File: src/rtl/toy_mdu.sv
// toy_mdu: iterative RV32M multiply/divide unit for the execute stage.
// One op in flight; single-cycle multiply, XLEN-step restoring divide.
package toy_pack;
   localparam int REG_WIDTH      = 32;
   localparam int INST_IDX_WIDTH = 5;

   typedef enum logic [2:0] {
      F3_MUL    = 3'b000,
      F3_MULH   = 3'b001,
      F3_MULHSU = 3'b010,
      F3_MULHU  = 3'b011,
      F3_DIV    = 3'b100,
      F3_DIVU   = 3'b101,
      F3_REM    = 3'b110,
      F3_REMU   = 3'b111
   } funct3_mul_t;
endpackage

module toy_mdu
   import toy_pack::*;
#(
   parameter int XLEN = toy_pack::REG_WIDTH,
   parameter int RD_W = toy_pack::INST_IDX_WIDTH
) (
   input  logic            clk,
   input  logic            rst_n,
   input  logic            flush,
   input  logic            in_vld,
   output logic            in_rdy,
   input  logic [2:0]      in_funct3,
   input  logic [XLEN-1:0] in_rs1,
   input  logic [XLEN-1:0] in_rs2,
   input  logic [RD_W-1:0] in_rd,
   output logic            out_vld,
   input  logic            out_rdy,
   output logic [XLEN-1:0] out_result,
   output logic [RD_W-1:0] out_rd
);
   localparam int CW = $clog2(XLEN);
   localparam logic [XLEN-1:0] MIN_NEG = {1'b1, {(XLEN-1){1'b0}}};
   localparam logic [CW-1:0] LAST = CW'(XLEN - 1);

   typedef enum logic [1:0] {S_IDLE, S_MUL, S_DIV, S_DONE} state_t;

   state_t          r_state;
   logic [2:0]      r_f3;
   logic [RD_W-1:0] r_rd;
   logic [XLEN-1:0] r_a;
   logic [XLEN-1:0] r_b;
   logic [XLEN-1:0] r_rem;
   logic [CW-1:0]   r_cnt;
   logic            r_neg_q;
   logic            r_neg_r;
   logic            r_out_vld;
   logic [XLEN-1:0] r_out_res;
   logic [RD_W-1:0] r_out_rd;

   logic            w_sgn;
   logic            w_rem;
   logic            w_dz;
   logic            w_ovf;
   logic [XLEN-1:0] w_abs_a;
   logic [XLEN-1:0] w_abs_b;
   logic [XLEN-1:0] w_spec;

   always_comb begin
      w_sgn   = !in_funct3[0];
      w_rem   = in_funct3[1];
      w_dz    = (in_rs2 == '0);
      w_ovf   = w_sgn && (in_rs1 == MIN_NEG) && (in_rs2 == '1);
      w_abs_a = (w_sgn && in_rs1[XLEN-1]) ? -in_rs1 : in_rs1;
      w_abs_b = (w_sgn && in_rs2[XLEN-1]) ? -in_rs2 : in_rs2;
      if (w_dz) w_spec = w_rem ? in_rs1 : '1;
      else      w_spec = w_rem ? '0 : MIN_NEG;
   end

   // Low 2*XLEN bits of the product are sign-agnostic once extended.
   logic              w_a_s;
   logic              w_b_s;
   logic [2*XLEN-1:0] w_ea;
   logic [2*XLEN-1:0] w_eb;
   logic [2*XLEN-1:0] w_prod;
   logic [XLEN-1:0]   w_mul_res;

   always_comb begin
      w_a_s     = (r_f3 != F3_MULHU) && r_a[XLEN-1];
      w_b_s     = ((r_f3 == F3_MUL) || (r_f3 == F3_MULH)) && r_b[XLEN-1];
      w_ea      = {{XLEN{w_a_s}}, r_a};
      w_eb      = {{XLEN{w_b_s}}, r_b};
      w_prod    = w_ea * w_eb;
      w_mul_res = (r_f3 == F3_MUL) ? w_prod[XLEN-1:0]
                                   : w_prod[2*XLEN-1:XLEN];
   end

   logic [XLEN:0]   w_sh;
   logic [XLEN:0]   w_sub;
   logic            w_ge;
   logic [XLEN-1:0] w_q_nx;
   logic [XLEN-1:0] w_r_nx;
   logic [XLEN-1:0] w_div_res;

   always_comb begin
      w_sh   = {r_rem, r_a[XLEN-1]};
      w_sub  = w_sh - {1'b0, r_b};
      w_ge   = !w_sub[XLEN];
      w_q_nx = {r_a[XLEN-2:0], w_ge};
      w_r_nx = w_ge ? w_sub[XLEN-1:0] : w_sh[XLEN-1:0];
      if (r_f3[1]) w_div_res = r_neg_r ? -w_r_nx : w_r_nx;
      else         w_div_res = r_neg_q ? -w_q_nx : w_q_nx;
   end

   always_ff @(posedge clk or negedge rst_n) begin
      if (!rst_n) begin
         r_state   <= S_IDLE;
         r_f3      <= '0;
         r_rd      <= '0;
         r_a       <= '0;
         r_b       <= '0;
         r_rem     <= '0;
         r_cnt     <= '0;
         r_neg_q   <= 1'b0;
         r_neg_r   <= 1'b0;
         r_out_vld <= 1'b0;
         r_out_res <= '0;
         r_out_rd  <= '0;
      end else if (flush) begin
         r_state   <= S_IDLE;
         r_out_vld <= 1'b0;
         r_cnt     <= '0;
      end else begin
         unique case (r_state)
            S_IDLE: if (in_vld) begin
               r_f3    <= in_funct3;
               r_rd    <= in_rd;
               r_rem   <= '0;
               r_cnt   <= '0;
               r_neg_q <= w_sgn && (in_rs1[XLEN-1] ^ in_rs2[XLEN-1]);
               r_neg_r <= w_sgn && in_rs1[XLEN-1];
               if (!in_funct3[2]) begin
                  r_a     <= in_rs1;
                  r_b     <= in_rs2;
                  r_state <= S_MUL;
               end else if (w_dz || w_ovf) begin
                  r_a       <= in_rs1;
                  r_b       <= in_rs2;
                  r_out_res <= w_spec;
                  r_out_rd  <= in_rd;
                  r_out_vld <= 1'b1;
                  r_state   <= S_DONE;
               end else begin
                  r_a     <= w_abs_a;
                  r_b     <= w_abs_b;
                  r_state <= S_DIV;
               end
            end
            S_MUL: begin
               r_out_res <= w_mul_res;
               r_out_rd  <= r_rd;
               r_out_vld <= 1'b1;
               r_state   <= S_DONE;
            end
            S_DIV: begin
               r_a   <= w_q_nx;
               r_rem <= w_r_nx;
               if (r_cnt == LAST) begin
                  r_cnt     <= '0;
                  r_out_res <= w_div_res;
                  r_out_rd  <= r_rd;
                  r_out_vld <= 1'b1;
                  r_state   <= S_DONE;
               end else begin
                  r_cnt <= r_cnt + CW'(1);
               end
            end
            S_DONE: if (out_rdy) begin
               r_out_vld <= 1'b0;
               r_state   <= S_IDLE;
            end
         endcase
      end
   end

   assign in_rdy     = (r_state == S_IDLE);
   assign out_vld    = r_out_vld;
   assign out_result = r_out_res;
   assign out_rd     = r_out_rd;
endmodule

File: config.mk
export PLATFORM = sky130hd
export DESIGN_NAME = toy_mdu
export DESIGN_NICKNAME = d
export VERILOG_FILES = /design/src/rtl/toy_mdu.sv
export SDC_FILE = /design/constraint.sdc
export NUM_CORES = 2
export LEC_CHECK = 0
export CORE_MARGIN = 4
export CORE_UTILIZATION = 55
export DETAILED_ROUTE_END_ITERATION = 10
export GPL_TIMING_DRIVEN = 0
export PLACE_DENSITY_LB_ADDON = 0.15
export SETUP_SLACK_MARGIN = 0.4
export SLEW_MARGIN = 10
export SYNTH_ARGS = -nofsm -noshare
export SYNTH_HDL_FRONTEND = slang
export SYNTH_SLANG_ARGS = --single-unit
File: constraint.sdc
create_clock -name clk -period 17.75 [get_ports clk]
set_clock_uncertainty 0.2 [all_clocks]
set_input_delay 3.55 -clock clk [delete_from_list [all_inputs] [get_ports clk]]
set_output_delay 3.55 -clock clk [all_outputs]
set_load 0.005 [all_outputs]
==> summary.txt <==
Status -> finished clean
Max Slew Vio Count -> 0
# nets final -> 7,506
Post-synth top area share -> 44.63%
Reg2Reg Depth -> 29
CP endpoint kind -> flop
Routability congestion estimate -> 1.082
Area occupied by multi-input gates -> 0.04063 mm²
RR Endpoint -> out_result[31]
F_max -> 77.80 MHz
CTS resizes -> 0
Final Critical Period -> 12,850 ps
Core area -> 0.09056 mm²
DRT Wirelength -> 212.0 mm
Final routed DRC violation total -> 0
Buf/Inv on CP -> 10
Crit Path Max Fanout -> 11
Filler instances -> 8,399
Reg2reg start -> r_a[31]
Critical Path RT -> 17,890 ps
Drt initial violations -> 5,713
Register area -> 0.003779 mm²
PortBufs -> 115
Largest net degree at the start of global routing -> 79
H-tree depth -> 4
GRT Util Overall -> 43.90%
Synth area leaders -> fa_1 45%, inv_1 9.5%, nand2_1 7.7%
Max stage delay on crit path -> 950 ps
Dpl ws -> 5254 ps
Total grt overflow -> 0
Post-DRT Antenna Nets -> 0
Post-route insts no fill -> 7,258
Tcrit/Tclk final -> 72.42%
# Post-CTS Setup Buffers -> 0
Yosys top cell by area -> fa_1
Setup_tns -> 0 ps
Via count -> 44.99k
Proportion of layout cells with a drive suffix above 1 -> 1.469%
Cell mode on critical path -> fa_1
Synth Register Bits -> 151
Ports -> 116
Avg Inst Size Synth -> 8.548 µm²
Max stage delay cell, worst path -> a2111oi_1
Synth unique cells -> 83
Mapped Cells -> 5,909
Most used DFF post-synth -> dfrtp_1
Max Cap Violations -> 0
Die Footprint -> 0.09674 mm²
Hold Path Cell Cnt -> 2
Placed cell count -> 7,204
Worst-path clk slew -> 70 ps
Synth warnings -> 0
Slew @ Worst Pin -> 1445 ps
Commonest non-fill, non-tap cell in the layout -> inv_1
RSZ-0062 raised after global routing -> no
CTS tree -> built
DR WL/cell -> 29.21 µm
Register area share after synthesis -> 7.481%
CTS Sinks -> 151
Min-Delay Startpoint -> out_result[11]
CTS Hold Buffers Added -> 0
CTS root buf -> clkbuf_16
Vias in the first global route -> 44.66k
Area grow syn2layout -> 6.582%
Ys async rst share -> 100.0%
Class of the worst hold path -> reg -> reg
Mapped Area -> 0.05051 mm²
Initial antenna violation count -> 20
DIE HEIGHT -> 311.0 µm
Final worst-path setup slack -> 4896 ps
Via density per instance -> 6.198
Syn nets -> 7,368
Buffer depth of the longest clock path -> 2
Clk Latency, worst-skew pair -> 450 ps
Post-DP HPWL -> 177.2 mm
Total iterations of the first detailed-routing run -> 7
Startpoint types -> flop
Top delay family on crit path -> adder cells
Final setup fails -> 0
Setup Crit Path Kind -> reg -> reg
Most frequent cells in the layout -> 1,274 x inv_1, 1,125 x fa_1, 1,032 x nand2_1
Starting density of the core -> 55.77%
Reg-to-reg slack, setup -> 4900 ps
EDFF count, synth -> 0
Relative slew slack -> 3.682%
Die X -> 311.0 µm
First-pass GRT wire length -> 307.0 mm
Final hold vios -> 0
Critical Path AT -> 13,000 ps
Row cnt -> 110
Hold path endpoint -> out_result[11]
CTS buffer count -> 17
-- worst register-to-register path, delay by kind of cell, from the launching register on --
family	cells	cell delay (ps)
simple gates	3	520
fa+ha+maj	9	5090
flops	1	500
xor+xnor	1	380
compound gates	6	2590
buf+inv	10	3470
-- metal layers --
metal,track usage (%),part of all wire (%)
met1,57.43,36
met2,62.61,41
met3,15.28,14
met4,27.46,8.2
met5,0,0.045
-- how the worst max path moves through the flow --
stage	startpoint	endpoint	depth (start not counted)
after floorplan	r_a[31]	out_result[31]	32
after global placement	r_a[31]	out_result[31]	29
after detailed placement	r_a[31]	out_result[31]	29
after CTS	r_a[31]	out_result[31]	29
after global routing	r_a[31]	out_result[31]	32
final	r_a[31]	out_result[31]	29
-- sequential cells by signal (all words and copies together), names as in the netlist --
signal and flops:
out_result 32, r_a 32, r_b 32, r_rem 32, out_rd 5, r_cnt 5, r_rd 5, r_f3 3
r_state 2, out_vld 1, r_neg_q 1, r_neg_r 1
-- cell families after synthesis --
| logic type | synth area share (%) |
|---|---|
| mux | 1.095 |
| flops | 7.481 |
| buf+inv | 12.08 |
| simple gates | 15.51 |
| compound gates | 9.310 |
| fa+ha+maj | 50.97 |
| xor+xnor | 3.555 |
-- cell usage after synthesis (16+ instances only) --
cell,n
dfrtp_1,151
ha_1,256
nor3_1,43
o31ai_1,40
nand2b_1,29
a21oi_1,181
or3_1,26
and2_1,243
a21o_1,51
xor2_1,94
a31oi_1,34
nand2_1,1032
and3_1,16
nand3_1,41
o21ai_0,233
fa_1,1126
inv_1,1274
clkbuf_1,306
nor4_1,17
nand4_1,29
xnor2_1,111
mux2i_1,38
o21bai_1,21
o211ai_1,24
buf_1,35
nor2_1,215
o41ai_1,17
-- per-stage QoR --
step                      hold WS (ps)  utilization (%)  instance area (µm²)
after floorplan                  262.8                -                50510
after detailed placement         258.1            58.73                53180
after global routing             305.0            59.39                53780
after CTS                        272.9            59.37                53770
final                            274.2            59.44                53830
after global placement           262.0            58.67                53130
-- cell type report --
type,instances,area share (%)
multi-input combinational,4136,75.48
inverter,1277,8.904
sequential,151,7.019
tap,1176,2.733
buffer,345,2.438
timing repair buffer,119,2.227
clock buffer,19,0.8228
clock inverter,12,0.2650
antenna,23,0.1069
Power is left out: the tool's default activity adds up to more than one toggle a clock period on the data nets, which glitch-free logic cannot reach.
